<file path="src/rtl/des_key_rotator.sv">
// DES key-schedule front end: PC-1 on the loaded key, then 16 rotated C/D beats
// over a valid/ready handshake, in encrypt (K1..K16) or decrypt (K16..K1) order.
module des_key_rotator (
    input  logic        clk,
    input  logic        rst_n,
    input  logic        start,
    input  logic        decrypt,
    input  logic [63:0] key_in,
    output logic        ready,
    output logic        cd_valid,
    input  logic        cd_ready,
    output logic [55:0] cd_out,
    output logic [3:0]  round,
    output logic        done
);

    // Bit numbering: FIPS key bit i is key_in[64-i] (bit 1 = MSB of the printed key).
    // FIPS C bit i lives at c_reg[i-1], D bit i at d_reg[i-1]; cd_out = {D, C}.
    typedef enum logic {IDLE = 1'b0, RUN = 1'b1} state_t;

    localparam int PC1_C [0:27] = '{57, 49, 41, 33, 25, 17,  9,  1, 58, 50, 42, 34, 26, 18,
                                    10,  2, 59, 51, 43, 35, 27, 19, 11,  3, 60, 52, 44, 36};
    localparam int PC1_D [0:27] = '{63, 55, 47, 39, 31, 23, 15,  7, 62, 54, 46, 38, 30, 22,
                                    14,  6, 61, 53, 45, 37, 29, 21, 13,  5, 28, 20, 12,  4};
    // Bit k set when the schedule shifts by 2 at iteration k (k = 1..16).
    localparam logic [31:0] SHIFT_IS_2 = 32'h0000_FDF8;

    state_t      state_reg, state_next;
    logic        load, advance, last;
    logic [27:0] pc1_c, pc1_d;
    logic [27:0] c_reg, d_reg, c_rot, d_rot;
    logic [3:0]  round_reg;
    logic        cd_valid_reg, done_reg, decrypt_reg;
    logic [4:0]  shift_idx;
    logic        shift_none, shift_two;

    genvar gi;
    generate
        for (gi = 0; gi < 28; gi++) begin : g_pc1
            assign pc1_c[gi] = key_in[64 - PC1_C[gi]];
            assign pc1_d[gi] = key_in[64 - PC1_D[gi]];
        end
    endgenerate

    always_comb begin
        state_next = state_reg;
        load       = 1'b0;
        advance    = 1'b0;
        last       = 1'b0;
        case (state_reg)
            IDLE: begin
                if (start) begin
                    state_next = RUN;
                    load       = 1'b1;
                end
            end
            RUN: begin
                if (cd_ready) begin
                    advance = 1'b1;
                    if (round_reg == 4'd15) begin
                        last       = 1'b1;
                        state_next = IDLE;
                    end
                end
            end
            default: state_next = IDLE;
        endcase
    end

    // Decrypt walks the schedule backwards, so each step undoes the next-lower shift.
    // After the last decrypt beat one more right shift restores CD0.
    always_comb begin
        shift_idx  = decrypt_reg ? (5'd16 - {1'b0, round_reg}) : ({1'b0, round_reg} + 5'd2);
        shift_none = !decrypt_reg && (round_reg == 4'd15);
        shift_two  = SHIFT_IS_2[shift_idx];
        c_rot      = c_reg;
        d_rot      = d_reg;
        if (!shift_none) begin
            if (decrypt_reg) begin
                c_rot = shift_two ? {c_reg[25:0], c_reg[27:26]} : {c_reg[26:0], c_reg[27]};
                d_rot = shift_two ? {d_reg[25:0], d_reg[27:26]} : {d_reg[26:0], d_reg[27]};
            end else begin
                c_rot = shift_two ? {c_reg[1:0], c_reg[27:2]} : {c_reg[0], c_reg[27:1]};
                d_rot = shift_two ? {d_reg[1:0], d_reg[27:2]} : {d_reg[0], d_reg[27:1]};
            end
        end
    end

    always_ff @(posedge clk) begin
        if (!rst_n) begin
            state_reg    <= IDLE;
            c_reg        <= '0;
            d_reg        <= '0;
            round_reg    <= '0;
            cd_valid_reg <= 1'b0;
            done_reg     <= 1'b0;
            decrypt_reg  <= 1'b0;
        end else begin
            state_reg <= state_next;
            done_reg  <= last;
            if (load) begin
                decrypt_reg  <= decrypt;
                round_reg    <= '0;
                cd_valid_reg <= 1'b1;
                c_reg        <= decrypt ? pc1_c : {pc1_c[0], pc1_c[27:1]};
                d_reg        <= decrypt ? pc1_d : {pc1_d[0], pc1_d[27:1]};
            end else if (advance) begin
                c_reg <= c_rot;
                d_reg <= d_rot;
                if (last) begin
                    cd_valid_reg <= 1'b0;
                    round_reg    <= '0;
                end else begin
                    round_reg <= round_reg + 4'd1;
                end
            end
        end
    end

    assign ready    = (state_reg == IDLE);
    assign cd_valid = cd_valid_reg;
    assign cd_out   = {d_reg, c_reg};
    assign round    = round_reg;
    assign done     = done_reg;

endmodule

</file>
<file path="config.mk">
export PLATFORM = sky130hd
export DESIGN_NAME = des_key_rotator
export DESIGN_NICKNAME = d
export VERILOG_FILES = /design/src/rtl/des_key_rotator.sv
export SDC_FILE = /design/constraint.sdc
export NUM_CORES = 1
export LEC_CHECK = 0
export CORE_UTILIZATION = 25
export CTS_CLUSTER_SIZE = 24
export DETAILED_ROUTE_END_ITERATION = 10
export DONT_BUFFER_PORTS = 1
export GPL_TIMING_DRIVEN = 0
export SYNTH_ARGS = -nofsm -noshare
export SYNTH_HDL_FRONTEND = slang
export SYNTH_SLANG_ARGS = --single-unit
export TNS_END_PERCENT = 100
</file>
<file path="constraint.sdc">
create_clock -name clk -period 2.9 [get_ports clk]
set_clock_uncertainty 0.15 [all_clocks]
set_input_delay 0.58 -clock clk [delete_from_list [all_inputs] [get_ports clk]]
set_output_delay 0.58 -clock clk [all_outputs]
set_load 0.005 [all_outputs]
</file>
==> out/qor.csv, run 1 <==
stage,metric,value,unit
sta,worst hold slack across all endpoints,210,ps
floorplan,die area,19300,um2
cells_and_area,Finished Layout Cells,859,
route,met2 WL post-DR,8.45,mm
synthesis,fraction of post-synthesis cell area in the top cell type by area,0.273,
placed_design,input/output buffers,0,
synthesis,Syn Inst Count,611,
floorplan,Floorplan Core Area,18200,um2
floorplan,Top Ports,132,
sta,RSZ-0062 raised after global routing,false,
clocking,H-tree level count,3,
power,static leakage,1.85,nW
route,Post-route DRC,9,
synthesis,Unique masters post-synth,36,
grt,via count of the first global-routing pass,4829,
cells_and_area,fraction of final layout cells with drive strength greater than 1,0.0794,
route,Final ANT Viol Nets,0,
route,number of iterations in the first detailed-routing pass,9,
outcome,failing checks,DRC,
sta,Worst slew margin,0.453,
run,max-cap violation count,0,
cells_and_area,Final Util,0.297,
placed_design,Placer Congestion,0.891,
route,Highest Signal Layer,met4,
power,areal power density over the cells,567,nW/um2
clocking,clock tree from TritonCTS,yes,
floorplan,number of placement rows,49,
route,Via-to-Cell Ratio,6.17,
synthesis,synthesis warning total,0,
sta,FMAX,359,MHz
sta,slew at the pin closest to its max-slew limit,815,ps
route,wire length on met1,7.80,mm
sta,"Slew Viols, Final",0,
worst_setup_path,required time reported for the critical path endpoint,2970,ps
synthesis,post-synthesis sequential area ratio,0.273,
sta,Setup TNS,0,ps
floorplan,Die Span X,139,um
synthesis,most frequently used cell type in the post-synthesis netlist,o21ai_0,
synthesis,leading cell types by total area after synthesis,"dfxtp_1 27%, o21ai_0 16%, mux2i_1 12%",
floorplan,starting density of the core,0.258,
clocking,TritonCTS buffer count,9,
clocking,clock insertion delay at the later pin of the skew report,340,ps
cells_and_area,antenna cell count,0,
worst_setup_path,arrival time reported for the critical path endpoint,2860,ps
sta,crit share post-route,0.961,
outcome,result of the run,"complete, but fails checks",
sta,final hold viol count,0,
floorplan,Die H,139,um
cells_and_area,Area growth syn-to-layout,15.0,%
sta,final setup violation count,0,
grt,maximum number of pins on one net before global-route repair,11,
synthesis,Synthesized Nets,684,
route,routed len/inst,22.3,um
power,Worst VDD drop,0.000324,V
synthesis,mean post-synth cell area,7.69,um2
clocking,clock root buffer master,clkbuf_16,
synthesis,async set-or-reset flop fraction in the synthesized netlist,0,
synthesis,most common flop cell mapped by yosys,dfxtp_1,
clocking,CTS max path bufs,2,
worst_setup_path,start-to-end type of the worst setup path,flop to flop,
worst_setup_path,startpoint type of the worst setup path,flop,
placed_design,estimated wirelength of the detail-placed design,14.0,mm
clocking,total number of clock tree sinks,64,
worst_hold_path,Worst Hold Class,input pin to flop,
sta,post-layout min period,2790,ps
placed_design,Cell Count Post-Placement,840,
grt,overall overflow remaining after global route,0,
synthesis,combined area of all synthesized cells,4700,um2
route,amount of wire on met3 after detailed routing,2.61,mm
cells_and_area,Layout Nets,698,
grt,global-route wire length before repair,29.1,mm
worst_setup_path,largest fanout of any net on the critical path,10,
route,Iteration-0 DRC Markers,709,
grt,global routing usage summed across all routing layers,0.195,
synthesis,number of enable-type register cells in the synthesized netlist,0,
route,total vias in the final route,5298,
synthesis,total of flip-flops plus latches after synthesis,64,
grt,antenna violations before repair,0,
synthesis,largest area contributor in the netlist,dfxtp_1,
route,Post-Route WL,19.2,mm
synthesis,most instantiated cells after synthesis,"154 x o21ai_0, 64 x dfxtp_1, 58 x a21oi_1",
worst_setup_path,type of element capturing the critical path,flop,
clocking,clock slew at reported path FFs,50,ps
[repair_timing]
| item | in CTS | in global routing |
|---|---|---|
| pin swaps | 1 | 3 |
| endpoints found under the setup margin | 52 | 54 |
| buffers inserted | 0 | 3 |
| hold buffers | 0 | 0 |
| resized for setup | 10 | 20 |
[report_power, final]
group          internal [mW]  switching [mW]  leakage (nW)
Sequential             0.968           0.170         0.530
Clock                  0.824           0.407         0.163
Combinational          0.253           0.440          1.15
[layout by cell type (no fill, tap or decap), drive strengths merged, types with 7 or more instances in the layout]
master	instances
mux2i	57
a21o	54
a221oi	54
buf	18
a21oi	60
dfxtp	64
o21ai	155
nor2	12
clkbuf	63
nand2	7
nand3	47
[worst paths after layout]
check / startpoint / endpoint / slack [ps] / depth (start not counted)
worst max-delay path: round[0] / c_reg[6] / 110 / 9
worst min-delay path: start / state_reg / 210 / 2
worst max register to register: round[0] / c_reg[6] / 110 / 9
worst min register to register: cd_valid / cd_valid / 360 / 2
[through the flow]
stage	power [mW]	setup WS (ps)	area, um2
2_1_floorplan	1.57	393	4700
3_3_place_gp	1.80	-340	4980
3_5_place_dp	1.81	-367	4980
4_1_cts	3.04	1.95	5340
5_1_grt	3.19	5.00	5400
6_report	3.06	114	5400
[metal layers]
layer,vias up,GRT usage
li1,2402,-
met1,2523,0.263
met2,338,0.289
met3,35,0.0687
met4,0,0.0556
met5,-,0
[final cells by class]
type,instances,area [um2]
buffer,64,303
clock inverter,2,60.1
sequential,64,1290
multi-input combinational,478,3150
tap,229,287
inverter,5,18.8
clock buffer,14,274
timing repair buffer,3,22.5
fill,1945,12800
[worst max-delay path, cell delays in order (launching register included)]
cell      delay [ps]
dfxtp_1          370
ha_1             230
nand3_1          120
nor2b_1          220
a311o_1          270
clkbuf_2         300
clkbuf_1         390
o21ai_0          230
a221oi_1         280
a21oi_1          100
[cells by family after synthesis]
logic type | after synthesis | share of synthesized area
AOI/OAI and AO/OA | 336 | 0.445
muxes | 57 | 0.122
DFF | 64 | 0.273
adders and majority gates | 4 | 0.0107
and+or+nand+nor | 78 | 0.0826
xor gates and xnor gates | 3 | 0.00560
buffers and inverters | 69 | 0.0621
(Power assumes the default switching activity.)
==> inputs of run 2 (changes only) <==
--- a/config.mk
+++ b/config.mk
@@ -6,7 +6,7 @@
 export NUM_CORES = 1
 export LEC_CHECK = 0
 export CORE_UTILIZATION = 25
-export CTS_CLUSTER_SIZE = 24
+export CTS_CLUSTER_SIZE = 8
 export DETAILED_ROUTE_END_ITERATION = 10
 export DONT_BUFFER_PORTS = 1
 export GPL_TIMING_DRIVEN = 0
==> constraint.sdc (replaced) <==
create_clock -name clk -period 2.9 [get_ports clk]
set_clock_uncertainty 0.15 [all_clocks]
set_input_delay 0 -clock clk [delete_from_list [all_inputs] [get_ports clk]]
set_output_delay 0 -clock clk [all_outputs]
set_load 0.005 [all_outputs]
==> out/qor.csv, run 2 (synthesis results as in run 1) <==
stage,metric,value,unit
route,Final ANT Viol Nets,0,
grt,global routing usage summed across all routing layers,0.206,
sta,Worst slew margin,0.416,
clocking,clock insertion delay at the later pin of the skew report,340,ps
clocking,clock tree from TritonCTS,yes,
sta,slew at the pin closest to its max-slew limit,876,ps
worst_setup_path,startpoint type of the worst setup path,flop,
clocking,clock slew at reported path FFs,60,ps
sta,final setup violation count,0,
worst_setup_path,launching element of the worst setup path,round[2],
worst_setup_path,Reg2Reg Setup Slack,110,ps
placed_design,estimated wirelength of the detail-placed design,14.0,mm
grt,global-route wire length before repair,31.1,mm
cells_and_area,cell area after layout,6300,um2
clocking,TritonCTS buffer count,9,
placed_design,Placer Congestion,0.891,
floorplan,starting density of the core,0.258,
placed_design,placed cell areas,4980,um2
power,Sw Ratio,0.331,
cells_and_area,"commonest cells after routing, fill and taps aside","154 x o21ai_0, 89 x dlygate4sd3_1, 62 x dfxtp_1, 58 x a21oi_1, 57 x mux2i_1",
worst_setup_path,worst path buffer plus inverter count,3,
route,Post-route DRC,9,
grt,met2 routing resource usage after global routing,0.320,
grt,maximum number of pins on one net before global-route repair,11,
grt,overall overflow remaining after global route,0,
sta,FMAX,358,MHz
floorplan,Die Span X,139,um
power,areal power density over the cells,508,nW/um2
worst_setup_path,Levels on crit path,10,
grt,antenna violations before repair,0,
power,Worst VDD drop,0.000325,V
worst_setup_path,type of element capturing the critical path,flop,
grt,via count of the first global-routing pass,5280,
sta,worst hold slack across all endpoints,356,ps
cells_and_area,Area growth syn-to-layout,34.2,%
floorplan,number of placement rows,49,
grt,busiest metal layer after global routing,met2,
power,static leakage,2.22,nW
grt,global routing met3 resource utilization,0.0618,
cells_and_area,fraction of final layout cells with drive strength greater than 1,0.0723,
route,Post-Route WL,20.4,mm
sta,"Slew Viols, Final",0,
clocking,H-tree level count,3,
floorplan,Top Ports,132,
clocking,total number of clock tree sinks,64,
floorplan,Die H,139,um
power,Reg power frac,0.357,
sta,post-layout min period,2790,ps
cells_and_area,fillers,1859,
worst_setup_path,worst r2r dst,d_reg[15],
power,switching power,1.06,mW
power,combinational share of power,0.257,
cells_and_area,Final Util,0.346,
grt,met1 Resource Use GR,0.275,
route,routed len/inst,21.5,um
run,max-cap violation count,0,
clocking,clock root buffer master,clkbuf_16,
power,total power,3.20,mW
worst_setup_path,reg-to-reg critical path startpoint,round[2],
sta,Setup TNS,0,ps
outcome,failing checks,DRC,
route,total vias in the final route,5710,
placed_design,pre-CTS setup slack,-367,ps
cells_and_area,antenna cell count,0,
worst_setup_path,start-to-end type of the worst setup path,flop to flop,
worst_setup_path,largest fanout of any net on the critical path,10,
worst_setup_path,path depth of the worst reg2reg path,10,
power,Int Pwr,2.14,mW
worst_setup_path,endpoint of the worst setup timing path,d_reg[15],
floorplan,Floorplan Core Area,18200,um2
power,Clock power frac,0.386,
worst_setup_path,required time reported for the critical path endpoint,3020,ps
sta,slack of the critical path,106,ps
cells_and_area,most common library cell in the layout ignoring fill and taps,o21ai_0,
worst_setup_path,arrival time reported for the critical path endpoint,2910,ps
worst_setup_path,CP top delay family,compound AO/OA/AOI/OAI gates,
outcome,result of the run,"complete, but fails checks",
worst_hold_path,Worst Hold Class,flop to flop,
route,Via-to-Cell Ratio,6.02,
sta,final hold viol count,0,
placed_design,input/output buffers,0,
sta,crit share post-route,0.963,
route,Iteration-0 DRC Markers,785,
worst_setup_path,cell with the largest stage delay on the worst path,or4_4,
cells_and_area,Finished Layout Cells,948,
worst_setup_path,highest cell delay on the worst timing path,440,ps
floorplan,die area,19300,um2
route,number of iterations in the first detailed-routing pass,10,
placed_design,Cell Count Post-Placement,840,
worst_setup_path,ordered cell list for the critical path,inv_1 > ha_1 > and2_1 > or4_4 > a31o_2 > buf_2 > a21oi_4 > buf_6 > a221oi_1 > a21oi_1,
clocking,CTS max path bufs,2,
cells_and_area,Layout Nets,787,
## run 2: cell types whose count changed in the layout (fill, tap and decap cells not counted)
| cell | change |
|---|---|
| a221oi_1 | -1 |
| a221oi_2 | +1 |
| buf_1 | +1 |
| buf_4 | +1 |
| clkbuf_1 | -2 |
| dlygate4sd3_1 | +89 |
## run 2: worst min path at each step
stage / from / end / slack (ps) / cells after the start
6_report: cd_valid / cd_valid / 360 / 2
5_1_grt: cd_valid / cd_valid / 390 / 2
4_1_cts: start / c_reg[24] / 350 / 4
3_5_place_dp: start / state_reg / -20 / 2
3_3_place_gp: start / state_reg / -20 / 2
2_1_floorplan: start / state_reg / -30 / 2
## run 2: layout make-up
| class | instances | area (um2) | area share |
|---|---|---|---|
| inverter | 5 | 18.8 | 0.00298 |
| buffer | 64 | 307 | 0.0487 |
| clock buffer | 14 | 274 | 0.0435 |
| multi-input combinational | 478 | 3150 | 0.501 |
| sequential | 64 | 1290 | 0.204 |
| tap | 229 | 287 | 0.0455 |
| timing repair buffer | 92 | 913 | 0.145 |
| clock inverter | 2 | 60.1 | 0.00953 |
## run 2: what timing repair did
action / in CTS / in global routing
pin swaps: 1 / 3
setup endpoints to repair: 52 / 54
hold endpoints to repair: 64 / 0
resized for setup: 10 / 27
buffers inserted: 0 / 3
hold buffers: 89 / 0
## run 2: power groups by stage
stage	logic, mW	clock network (mW)	registers (mW)
floorplan	0.487	0	1.08
global placement	0.645	0	1.16
detailed placement	0.652	0	1.16
CTS	0.780	1.24	1.14
global route	0.890	1.28	1.16
finish	0.822	1.23	1.14
## run 2: per-layer routing
layer	wire (um)	share of wire	up-vias
met4	272	0.013	0
met1	8270	0.41	2722
met2	9240	0.45	375
met3	2610	0.13	26
met5	0	0	-
li1	-	-	2587
## run 2: tightest hold or removal path, delay by kind of cell (launching register included)
family | cells | cell delay [ps]
DFF | 1 | 320
and+or+nand+nor | 2 | 140
==> inputs of run 3 (changes only) <==
--- a/config.mk
+++ b/config.mk
@@ -5,10 +5,10 @@
 export SDC_FILE = /design/constraint.sdc
 export NUM_CORES = 1
 export LEC_CHECK = 0
+export BUFFER_PORTS_ARGS = -buffer_cell sky130_fd_sc_hd__buf_2
 export CORE_UTILIZATION = 25
 export CTS_CLUSTER_SIZE = 8
 export DETAILED_ROUTE_END_ITERATION = 10
-export DONT_BUFFER_PORTS = 1
 export GPL_TIMING_DRIVEN = 0
 export SYNTH_ARGS = -nofsm -noshare
 export SYNTH_HDL_FRONTEND = slang
==> out/qor.csv, run 3 (synthesis results as in run 1) <==
stage,metric,value,unit
worst_setup_path,type of element capturing the critical path,flop,
sta,"Slew Viols, Final",0,
floorplan,starting density of the core,0.258,
cells_and_area,combined flip-flop and latch cell area,1280,um2
outcome,failing checks,"DRC, hold timing",
cells_and_area,multi-input logic area,3150,um2
worst_setup_path,required time reported for the critical path endpoint,3020,ps
sta,Worst slew margin,0.479,
clocking,clock slew at reported path FFs,60,ps
sta,post-layout min period,2800,ps
cells_and_area,"commonest cells after routing, fill and taps aside","154 x o21ai_0, 123 x buf_2, 62 x dfxtp_1, 58 x a21oi_1, 57 x mux2i_1",
sta,worst hold slack across all endpoints,-2.68,ps
floorplan,die area,19300,um2
grt,antenna violations before repair,0,
route,Post-route DRC,9,
cells_and_area,antenna cell count,0,
worst_setup_path,startpoint type of the worst setup path,flop,
clocking,clock root buffer master,clkbuf_16,
floorplan,Top Ports,132,
cells_and_area,fillers,1968,
route,Final ANT Viol Nets,0,
clocking,clock insertion delay at the later pin of the skew report,340,ps
cells_and_area,Area growth syn-to-layout,30.7,%
route,Post-Route WL,19.6,mm
clocking,H-tree level count,3,
power,areal power density over the cells,485,nW/um2
worst_setup_path,start-to-end type of the worst setup path,flop to flop,
sta,FMAX,357,MHz
placed_design,input/output buffers,121,
clocking,TritonCTS buffer count,9,
cells_and_area,fraction of final layout cells with drive strength greater than 1,0.221,
cells_and_area,most common library cell in the layout ignoring fill and taps,o21ai_0,
clocking,total number of clock tree sinks,64,
sta,crit share post-route,0.965,
placed_design,estimated wirelength of the detail-placed design,14.1,mm
route,number of iterations in the first detailed-routing pass,11,
power,static leakage,2.45,nW
floorplan,Die Span X,139,um
sta,final setup violation count,0,
placed_design,pre-CTS setup slack,-332,ps
grt,global-route wire length before repair,30.5,mm
floorplan,Die H,139,um
cells_and_area,Layout Nets,840,
sta,RSZ-0062 raised after global routing,true,
worst_setup_path,arrival time reported for the critical path endpoint,2920,ps
worst_hold_path,Worst Hold Class,input pin to flop,
worst_setup_path,largest fanout of any net on the critical path,10,
floorplan,number of placement rows,49,
clocking,clock tree from TritonCTS,yes,
route,total vias in the final route,5801,
grt,overall overflow remaining after global route,0,
route,Iteration-0 DRC Markers,693,
route,routed len/inst,19.6,um
floorplan,Floorplan Core Area,18200,um2
grt,via count of the first global-routing pass,5469,
route,Via-to-Cell Ratio,5.81,
sta,slew at the pin closest to its max-slew limit,782,ps
run,max-cap violation count,0,
cells_and_area,Final Util,0.337,
clocking,CTS max path bufs,2,
grt,maximum number of pins on one net before global-route repair,11,
sta,final hold viol count,2,
sta,slack of the critical path,102,ps
grt,global routing usage summed across all routing layers,0.201,
placed_design,Placer Congestion,0.882,
power,total power,2.98,mW
outcome,result of the run,"complete, but fails checks",
power,Worst VDD drop,0.000274,V
[run 3: cell types whose count changed in the layout (fill, tap and decap cells not counted), sizes merged]
cell	previous run	this run
clkbuf	61	62
bufinv	2	0
clkinv	0	1
buf	20	138
dlygate4sd3	89	22
[run 3: final timing paths]
kind                                start        to  slack (ps)  depth (start not counted)
worst min register to register   cd_valid  cd_valid         320                          2
worst max register to register   round[2]  c_reg[1]         100                         10
worst max-delay path             round[2]  c_reg[1]         100                         10
worst min-delay path            key_in[2]  d_reg[8]          -3                          5
[run 3: per-stage QoR]
step | cell area, um2 | instances | TNS (ps)
final | 6140 | 999 | 0
after global routing | 6140 | 999 | -5.87
after CTS | 6080 | 997 | 0
after detailed placement | 5590 | 961 | -7250
after global placement | 5590 | 961 | -7240
after floorplan | 4700 | 611 | 0
[run 3: what timing repair did]
action,CTS,global route
setup endpoints to repair,51,51
resized for setup,7,24
hold buffers,22,0
pin swaps,0,3
hold endpoints to repair,62,0
setup buffers,0,2
[run 3: routing by layer]
layer,part of all wire,track usage
met5,0,0
met4,0.019,0.0655
met3,0.096,0.0508
met2,0.44,0.307
met1,0.44,0.274
[run 3: layout make-up]
type / count / share of cell area
plain buffers: 64 / 0.0479
clock buffers: 13 / 0.0408
clock inverters: 1 / 0.000815
inverters: 5 / 0.00306
multi-input cells: 478 / 0.513
flip-flops and latches: 64 / 0.209
well taps: 229 / 0.0467
repair buffers: 145 / 0.139
[run 3: power breakdown]
part           internal [mW]  total (mW)  leakage, nW  switching (mW)
combinational          0.356       0.883         1.80           0.526
sequential             0.969        1.10        0.530           0.134
clock                  0.591       0.992        0.126           0.400
total                   1.92        2.98         2.45            1.06
[run 3: critical path, stage by stage (launching register included)]
cell and delay (ps):
dfxtp_2 380, inv_1 100, ha_1 180, and2_1 170, or4_4 440, a31o_2 280
buf_2 200, a21oi_4 300, buf_4 260, a221oi_1 100, a21oi_1 150
